**config.mk**
```make
export PLATFORM = sky130hd
export DESIGN_NAME = clk_ratio_monitor_flat
export DESIGN_NICKNAME = d
export VERILOG_FILES = /design/src/rtl/clk_ratio_monitor_if.sv /design/src/rtl/clk_ratio_monitor.sv /design/src/flat_wrapper.sv
export SDC_FILE = /design/constraint.sdc
export NUM_CORES = 1
export LEC_CHECK = 0
export ABC_AREA = 1
export BUFFER_PORTS_ARGS = -buffer_cell sky130_fd_sc_hd__buf_2
export CAP_MARGIN = 25
export CELL_PAD_IN_SITES_DETAIL_PLACEMENT = 1
export CELL_PAD_IN_SITES_GLOBAL_PLACEMENT = 1
export CORE_MARGIN = 2
export CORE_UTILIZATION = 47
export DETAILED_ROUTE_END_ITERATION = 7
export PLACE_DENSITY = 0.92
export SETUP_SLACK_MARGIN = 0.15
export SYNTH_ARGS = -nofsm -noshare
export SYNTH_HDL_FRONTEND = slang
export SYNTH_SLANG_ARGS = --single-unit
```
**constraint.sdc**
```tcl
create_clock -name i_ref_clk -period 3.6 [get_ports i_ref_clk]
set_input_delay 0.36 -clock i_ref_clk [delete_from_list [all_inputs] [get_ports i_ref_clk]]
set_output_delay 0.36 -clock i_ref_clk [all_outputs]
set_load 0.02 [all_outputs]
```
**src/rtl/clk_ratio_monitor_if.sv**
```systemverilog
// clk_ratio_monitor_if: divided-clock stimulus and measurement results bundled between driver and monitor
interface clk_ratio_monitor_if #(parameter int DivRatio_Width = 3);
  logic                      i_div_clk;
  logic                      i_meas_en;
  logic [DivRatio_Width-1:0] i_exp_ratio;
  logic [DivRatio_Width:0]   o_high_cnt;
  logic [DivRatio_Width:0]   o_low_cnt;
  logic [DivRatio_Width:0]   o_ratio;
  logic                      o_valid;
  logic                      o_locked;
  logic [1:0]                o_err_code;
  modport master (output i_div_clk, i_meas_en, i_exp_ratio,
                  input  o_high_cnt, o_low_cnt, o_ratio, o_valid, o_locked, o_err_code);
  modport slave  (input  i_div_clk, i_meas_en, i_exp_ratio,
                  output o_high_cnt, o_low_cnt, o_ratio, o_valid, o_locked, o_err_code);
endinterface

```
**src/rtl/clk_ratio_monitor.sv**
```systemverilog
// clk_ratio_monitor: measures high/low time of a divided clock in reference cycles and tracks lock to an expected ratio
module clk_ratio_monitor #(
  parameter int DivRatio_Width = 3,
  parameter int Lock_Count     = 4
) (
  input  logic                  i_ref_clk,
  input  logic                  i_rst_n,
  clk_ratio_monitor_if.slave    bus
);
  localparam int CW = DivRatio_Width + 1;
  localparam int LW = $clog2(Lock_Count + 1);
  typedef enum logic [1:0] {IDLE, WAIT_RISE, MEAS_HIGH, MEAS_LOW} state_e;
  state_e          state_q;
  logic            div_q;
  logic [CW-1:0]   cnt_q, high_q;
  logic [LW-1:0]   lock_q;
  logic            rise, fall, timeout;
  logic [CW-1:0]   ratio_d, diff_d;
  logic [1:0]      chk_d;
  logic [LW-1:0]   lock_d;
  assign rise    = bus.i_div_clk & ~div_q;
  assign fall    = ~bus.i_div_clk & div_q;
  assign timeout = (state_q != IDLE) && (cnt_q == '1);
  assign ratio_d = high_q + cnt_q;
  assign diff_d  = (high_q > cnt_q) ? high_q - cnt_q : cnt_q - high_q;
  // Legal duty: equal halves for even ratios, halves differing by one for odd
  assign chk_d   = (ratio_d != CW'(bus.i_exp_ratio)) ? 2'b01 :
                   (ratio_d[0] ? (diff_d != CW'(1)) : (diff_d != '0)) ? 2'b10 : 2'b00;
  assign lock_d  = (lock_q == LW'(Lock_Count)) ? lock_q : lock_q + 1'b1;
  always_ff @(posedge i_ref_clk or negedge i_rst_n) begin
    if (!i_rst_n) begin
      state_q        <= IDLE;
      div_q          <= 1'b0;
      cnt_q          <= '0;
      high_q         <= '0;
      lock_q         <= '0;
      bus.o_high_cnt <= '0;
      bus.o_low_cnt  <= '0;
      bus.o_ratio    <= '0;
      bus.o_valid    <= 1'b0;
      bus.o_locked   <= 1'b0;
      bus.o_err_code <= 2'b00;
    end else begin
      div_q          <= bus.i_div_clk;
      bus.o_valid    <= 1'b0;
      bus.o_err_code <= 2'b00;
      if (!bus.i_meas_en) begin
        state_q      <= IDLE;
        cnt_q        <= '0;
        lock_q       <= '0;
        bus.o_locked <= 1'b0;
      end else if (timeout) begin
        state_q        <= WAIT_RISE;
        cnt_q          <= '0;
        lock_q         <= '0;
        bus.o_locked   <= 1'b0;
        bus.o_err_code <= 2'b11;
      end else begin
        case (state_q)
          IDLE: state_q <= WAIT_RISE;
          WAIT_RISE: begin
            cnt_q   <= rise ? CW'(1) : cnt_q + 1'b1;
            state_q <= rise ? MEAS_HIGH : WAIT_RISE;
          end
          MEAS_HIGH: begin
            if (fall) begin
              high_q  <= cnt_q;
              cnt_q   <= CW'(1);
              state_q <= MEAS_LOW;
            end else if (bus.i_div_clk) cnt_q <= cnt_q + 1'b1;
          end
          default: begin
            if (rise) begin
              bus.o_high_cnt <= high_q;
              bus.o_low_cnt  <= cnt_q;
              bus.o_ratio    <= ratio_d;
              bus.o_valid    <= 1'b1;
              bus.o_err_code <= chk_d;
              lock_q         <= (chk_d == 2'b00) ? lock_d : '0;
              bus.o_locked   <= (chk_d == 2'b00) && (lock_d == LW'(Lock_Count));
              cnt_q          <= CW'(1);
              state_q        <= MEAS_HIGH;
            end else if (!bus.i_div_clk) cnt_q <= cnt_q + 1'b1;
          end
        endcase
      end
    end
  end
endmodule

```
**src/flat_wrapper.sv**
```systemverilog
// flat-port wrapper written by rule: the top's interface ports become plain ports
module clk_ratio_monitor_flat 
#(
  parameter int DivRatio_Width = 3,
  parameter int Lock_Count     = 4
)
  (i_ref_clk, i_rst_n, bus_i_div_clk, bus_i_meas_en, bus_i_exp_ratio, bus_o_high_cnt, bus_o_low_cnt, bus_o_ratio, bus_o_valid, bus_o_locked, bus_o_err_code);
  clk_ratio_monitor_if #(.DivRatio_Width(DivRatio_Width)) bus_i ();
  input  logic i_ref_clk;
  input  logic i_rst_n;
  input wire logic [$bits(bus_i.i_div_clk)-1:0] bus_i_div_clk;
  input wire logic [$bits(bus_i.i_meas_en)-1:0] bus_i_meas_en;
  input wire logic [$bits(bus_i.i_exp_ratio)-1:0] bus_i_exp_ratio;
  output wire logic [$bits(bus_i.o_high_cnt)-1:0] bus_o_high_cnt;
  output wire logic [$bits(bus_i.o_low_cnt)-1:0] bus_o_low_cnt;
  output wire logic [$bits(bus_i.o_ratio)-1:0] bus_o_ratio;
  output wire logic [$bits(bus_i.o_valid)-1:0] bus_o_valid;
  output wire logic [$bits(bus_i.o_locked)-1:0] bus_o_locked;
  output wire logic [$bits(bus_i.o_err_code)-1:0] bus_o_err_code;
  assign bus_i.i_div_clk = bus_i_div_clk;
  assign bus_i.i_meas_en = bus_i_meas_en;
  assign bus_i.i_exp_ratio = bus_i_exp_ratio;
  assign bus_o_high_cnt = bus_i.o_high_cnt;
  assign bus_o_low_cnt = bus_i.o_low_cnt;
  assign bus_o_ratio = bus_i.o_ratio;
  assign bus_o_valid = bus_i.o_valid;
  assign bus_o_locked = bus_i.o_locked;
  assign bus_o_err_code = bus_i.o_err_code;
  clk_ratio_monitor #(.DivRatio_Width(DivRatio_Width), .Lock_Count(Lock_Count)) u_core (.i_ref_clk(i_ref_clk), .i_rst_n(i_rst_n), .bus(bus_i));
endmodule
```
Word level (Yosys, flattened, before mapping)
Cells that the tools add are included.
{"block": "classes", "add_sub_neg": 5, "n_lt_le_gt_ge": 1, "n_eq_ne": 14, "muxes": 36, "bitwise_logic": 6, "n_reduce_logical": 12}
{"cell": "4-bit 2-to-1 mux", "count": 8}
{"cell": "2-bit 2-to-1 mux", "count": 11}
{"cell": "3-bit 2-to-1 mux", "count": 6}
{"cell": "4-bit one-hot mux with 3 select lines", "count": 1}
{"cell": "1-bit 2-to-1 mux", "count": 9}
{"cell": "4-bit AND reduction", "count": 2}
{"cell": "4-bit subtractor", "count": 2}
{"cell": "3-bit == test, second input constant", "count": 2}
{"cell": "3-bit by 2-bit inequality test with 1-bit output, second input constant", "count": 2}
{"cell": "6-bit by 1-bit inequality test with 1-bit output, second input constant", "count": 1}
{"cell": "6-bit by 2-bit inequality test with 1-bit output, second input constant", "count": 1}
{"cell": "2-bit one-hot mux with 3 select lines", "count": 1}
{"cell": "5-bit by 3-bit inequality test with 1-bit output, second input constant", "count": 1}
{"cell": "4-bit by 1-bit adder with 4-bit output, second input constant", "count": 1}
{"cell": "4-bit adder", "count": 1}
{"cell": "4-bit == test, second input constant", "count": 1}
{"cell": "4-bit greater-than comparator", "count": 1}
{"cell": "2-bit logical NOT", "count": 2}
{"cell": "4-bit by 1-bit inequality test with 1-bit output, second input constant", "count": 1}
{"cell": "4-bit by 2-bit inequality test with 1-bit output, second input constant", "count": 1}
{"cell": "4-bit by 3-bit inequality test with 1-bit output", "count": 1}
{"cell": "1-bit inverter", "count": 4}
{"cell": "2-bit AND reduction", "count": 2}
{"cell": "4-bit nonzero test", "count": 1}
{"cell": "other kinds (9)", "count": 11}
{"block": "word_totals", "reg_bits": 30, "inputBits": 7, "out_inout_bits": 16, "word_cells": 85}

Depth between registers and ports, before layout
{"block": "logic_depth", "depth_word": 12, "ltp_mapped": 12, "depth_no_buf": 12}

Worst setup path after synthesis
OpenSTA, ideal clock, no wires.
{"block": "synth_path", "path_type": "flip-flop to flip-flop", "from": "register u_core.cnt_q[0]", "to": "register u_core.bus.o_err_code[1]", "setup_time_ns": 0.123, "arrival_ns": 1.670, "required_ns": 3.477, "slack_ns": 1.807, "stages_incl_launch_ff": 11, "n_path_buf": 0, "period_less_slack_ns": 1.793, "path_cell_list": "dfrtp_1 -> inv_1 -> ha_1 -> fa_1 -> o21ai_0 -> a21oi_1 -> nand2_1 -> nand2_1 -> nand3_1 -> nand2_1 -> a21oi_1"}
{"block": "synth_between", "elab_chain_len": 10, "word_cells_on_any_way": 17, "classes_between": "add/sub (3); order compare (1); eq/ne (3); mux (8); reduce/logical (2)"}
{"element": "from (decl)", "line_no": "clk_ratio_monitor.sv:15", "source": "logic [CW-1:0] cnt_q, high_q;"}
{"element": "from (signal assigned)", "line_no": "clk_ratio_monitor.sv:62", "source": "cnt_q <= rise ? CW'(1) : cnt_q + 1'b1;"}
{"element": "from (signal assigned)", "line_no": "clk_ratio_monitor.sv:70", "source": "end else if (bus.i_div_clk) cnt_q <= cnt_q + 1'b1;"}
{"element": "from (signal assigned)", "line_no": "clk_ratio_monitor.sv:83", "source": "end else if (!bus.i_div_clk) cnt_q <= cnt_q + 1'b1;"}
{"element": "4-bit subtractor or 4-bit greater-than comparator (tied branches)", "line_no": "clk_ratio_monitor.sv:25", "source": "assign diff_d = (high_q > cnt_q) ? high_q - cnt_q : cnt_q - high_q;"}
{"element": "4-bit 2-to-1 mux", "line_no": "clk_ratio_monitor.sv:25"}
{"element": "4-bit by 1-bit inequality test with 1-bit output or 4-bit nonzero test (tied branches)", "line_no": "clk_ratio_monitor.sv:28", "source": "(ratio_d[0] ? (diff_d != CW'(1)) : (diff_d != '0)) ? 2'b10 : 2'b00;"}
{"element": "1-bit 2-to-1 mux", "line_no": "clk_ratio_monitor.sv:28"}
{"element": "2-bit 2-to-1 mux", "line_no": "clk_ratio_monitor.sv:28"}
{"element": "2-bit 2-to-1 mux", "line_no": "clk_ratio_monitor.sv:27", "source": "assign chk_d = (ratio_d != CW'(bus.i_exp_ratio)) ? 2'b01 :"}
{"element": "2-bit 2-to-1 mux", "line_no": "clk_ratio_monitor.sv:73", "source": "if (rise) begin"}
{"element": "2-bit 2-to-1 mux", "line_no": "clk_ratio_monitor.sv:59", "source": "case (state_q)"}
{"element": "2-bit 2-to-1 mux (*)", "line_no": "clk_ratio_monitor.sv:52", "source": "end else if (timeout) begin"}
{"element": "2-bit 2-to-1 mux (*)", "line_no": "clk_ratio_monitor.sv:47", "source": "if (!bus.i_meas_en) begin"}
{"element": "to (signal assigned)", "line_no": "clk_ratio_monitor.sv:78", "source": "bus.o_err_code <= chk_d;"}
{"element": "to (decl)", "line_no": "clk_ratio_monitor_if.sv:15", "source": "output o_high_cnt, o_low_cnt, o_ratio, o_valid, o_locked, o_err_code);"}
Mark *: on every way between the ends. The rest lies on a longest branch, timed or not.
A chain may end at the register's enable or synchronous reset.

Worst setup path in the final report
Same ends and word-level chain as after synthesis.

==> impl_metrics.csv <==
group,metric,value,unit
synth,syn-num-nets,265,
sta,clock.fmax,474,MHz
synth,synth_commonest_cells,"73 x sky130_fd_sc_hd__nand2_1, 30 x sky130_fd_sc_hd__dfrtp_1, 29 x sky130_fd_sc_hd__inv_1, 19 x sky130_fd_sc_hd__o21ai_0, 17 x sky130_fd_sc_hd__ha_1",
clock_tree,ctsHoldBuffers,0,
final_layout,final.fill_count,505,
route,post-route-drc-count,0,
route,firstDrtPassIters,4,
placed_design,globalplace.congestion,0.887,
synth,synth.cell_area,1950,µm²
placed_design,post-dp-hpwl,3.49,mm
sta,worst_path_setup_slack_after_routing,1.49,ns
flow_run,drv_cap,0,
route,route.detailed.wl_per_inst,15.0,µm
route,viasPerCell,5.32,
power_and_ir_drop,peakVddDrop,0.000397,V
sta,final.setup.tns,0,ns
critical_path,worst_setup_path_start_kind,"register",
global_route,grt_pass1_wl,7.99,mm
die,initial_utilization,48.8,%
critical_path,crit_arrival,2.28,ns
die,die_area,4690,µm²
clock_tree,clock_tree_from_tritoncts,"yes",
die,floorplan.die.height,68.5,µm
sta,worst_pin_slew,0.693,ns
synth,seq_area_frac_synth,38.4,%
synth,ffs_latches_synth,30,
die,floorplan.io_pins,23,
clock_tree,cts_buffers,5,
final_layout,final_util,54.7,%
route,detailroute.via_count,1676,
critical_path,critical_path_rt,3.77,ns
global_route,grt_overflow_total,0,
synth,synth_largest_area_cell,"sky130_fd_sc_hd__dfrtp_1",
clock_tree,post_cts_resize_count,0,
power_and_ir_drop,cellPowerDensity,690,nW/µm²
placed_design,dp_cells,307,
power_and_ir_drop,p_leak,1.20,nW
sta,fin_worst_hold_slack,0.121,ns
final_layout,fin_cells,315,
clock_tree,clock_latency,0.28,ns
clock_tree,cts-htree-levels,2,
placed_design,detailedPlace.worstSlack,1.50,ns
synth,synth_area_per_cell,8.21,µm²
final_layout,synthToLayoutAreaGrowth,12.0,%
critical_path,critPathKind,"register to register",
sta,rsz0062_at_grt,"false",
clock_tree,clock-root-buffer,"sky130_fd_sc_hd__clkbuf_8",
final_layout,area_occupied_by_multi_input_gates,1050,µm²
sta,setup_violations,0,
final_layout,sequential_cell_area,751,µm²
global_route,antenna_found_initial,0,
sta,final.period_utilization,58.6,%
route,drt_first_iter_violations,49,
die,die_width,68.5,µm
sta,final-hold-violation-count,0,
synth,synth_top_flop_cell,"sky130_fd_sc_hd__dfrtp_1",
global_route,via_count_of_the_first_global_routing_pass,1761,
synth,distinct_cells_synth,29,
sta,slew_viol_final,0,
synth,yosys.cell_count.top_type,"sky130_fd_sc_hd__nand2_1",
synth,synth-async-reset-ratio,100,%
global_route,grt_util_all_layers,23.7,%
global_route,grt_max_degree,31,
status,outcome,"finished clean",
die,std_cell_rows,23,
critical_path,critical_path.max_fanout,6,
synth,synth-edff-count,0,
sta,final.setup_skew,0.00368,ns
placed_design,portBuffers,22,
sta,slew_headroom,53.8,%
min_path,min_path_type,"input pin to asynchronous set/reset pin",
final_layout,total_nets_final,291,
sta,timing.final.crit_period,2.11,ns
critical_path,kind_of_capture_point_of_the_worst_setup_path,"register",
final_layout,share_of_post_route_cells_with_drive_strength_above_1,16.6,%
die,coreArea,4000,µm²
final_layout,antenna_cells,0,
synth,netlist_top_cells_area,"sky130_fd_sc_hd__dfrtp_1 38%, sky130_fd_sc_hd__nand2_1 14%, sky130_fd_sc_hd__ha_1 11%",
synth,post_synth_inst_count,238,
route,ant_nets,0,
synth,yosys_warnings,0,
route,wirelength,4.71,mm
clock_tree,clk_pin_slew_worst_paths,0.06,ns
clock_tree,post_cts.repair.setup_buffers,0,
synth,synth.top_cell.area_share,38.4,%
clock_tree,cts.path.max_buffers,2,
clock_tree,clock-sinks,30,
## flip-flops by register name (all words and copies together), names as in the netlist
name and flops:
u_core.bus.o_err_code 2, u_core.bus.o_high_cnt 4, u_core.bus.o_locked 1, u_core.bus.o_low_cnt 4
u_core.bus.o_ratio 4, u_core.bus.o_valid 1, u_core.cnt_q 4, u_core.div_q 1
u_core.high_q 4, u_core.lock_q 3, u_core.state_q 2
## power breakdown
part	internal, mW	leakage (nW)	total, mW	switching [mW]
clock network	0.154	0.0482	0.277	0.124
logic	0.284	0.744	0.782	0.499
registers	0.383	0.412	0.450	0.0669
total	0.820	1.20	1.51	0.689
## layer usage
layer | wire [µm] | vias to the layer above | global-route usage (%)
met5 | 0 | - | 0
met4 | 88 | 0 | 10.0
met2 | 2490 | 22 | 41.6
met3 | 123 | 10 | 5.26
met1 | 2010 | 831 | 27.6
li1 | - | 813 | -
## area by class of cell
type / count / share of cell area, %
Clock buffer: 7 / 3.95
Clock inverter: 1 / 0.229
Inverter: 32 / 5.49
Multi-Input combinational cell: 173 / 48.1
Sequential cell: 30 / 34.3
Tap cell: 50 / 2.86
Timing Repair Buffer: 22 / 5.03
## critical path: stages, from the launching register on
cell                      delay [ns]
sky130_fd_sc_hd__dfrtp_1        0.45
sky130_fd_sc_hd__inv_1          0.14
sky130_fd_sc_hd__ha_1           0.23
sky130_fd_sc_hd__fa_1           0.48
sky130_fd_sc_hd__o21ai_0        0.07
sky130_fd_sc_hd__a21oi_1        0.18
sky130_fd_sc_hd__nand2_1        0.07
sky130_fd_sc_hd__nand2_1        0.15
sky130_fd_sc_hd__nand3_1        0.10
sky130_fd_sc_hd__nand2_1        0.07
sky130_fd_sc_hd__a21oi_1        0.05
## stage by stage
step           cell area, µm²  total power [mW]
2_1_floorplan            1950              1.04
3_3_place_gp             2100              1.18
3_5_place_dp             2100              1.23
4_1_cts                  2190              1.52
5_1_grt                  2190              1.65
6_report                 2190              1.51
## cell usage in the layout (no fill, tap or decap), types with 6 or more instances in the layout
cell / n
sky130_fd_sc_hd__nand4_1: 8
sky130_fd_sc_hd__a21oi_1: 7
sky130_fd_sc_hd__nand3_1: 11
sky130_fd_sc_hd__dfrtp_1: 30
sky130_fd_sc_hd__nor2_1: 10
sky130_fd_sc_hd__clkbuf_8: 6
sky130_fd_sc_hd__buf_2: 22
sky130_fd_sc_hd__ha_1: 17
sky130_fd_sc_hd__inv_1: 29
sky130_fd_sc_hd__nand2_1: 73
sky130_fd_sc_hd__o21ai_0: 19
## path summary, 6_finish.rpt
| path | cells after the start | to | start | slack, ns |
|---|---|---|---|---|
| setup / recovery | 10 | u_core.bus.o_err_code[1] | u_core.cnt_q[0] | 1.49 |
| hold / removal | 1 | u_core.bus.o_low_cnt[2] | i_rst_n | 0.12 |
| setup reg to reg | 10 | u_core.bus.o_err_code[1] | u_core.cnt_q[0] | 1.49 |
| hold reg to reg | 2 | u_core.bus.o_ratio[1] | u_core.bus.o_ratio[1] | 0.46 |
| max in group asynchronous | 1 | u_core.bus.o_ratio[3] | i_rst_n | 3.03 |
| min in group i_ref_clk | 1 | u_core.div_q | bus_i_div_clk | 0.25 |
## cells by family (layout without fill, tap and decap cells)
group | after synthesis | in the layout | share of synthesized area [%]
XOR/XNOR | 5 | 5 | 2.24
flip-flops | 30 | 30 | 38.4
AND/OR/NAND/NOR | 112 | 112 | 27.3
AO/OA/AOI/OAI | 36 | 36 | 10.4
buffers and inverters | 35 | 62 | 7.69
adder cells (fa/ha/maj) | 20 | 20 | 14.0
(Power assumes the default switching activity.)
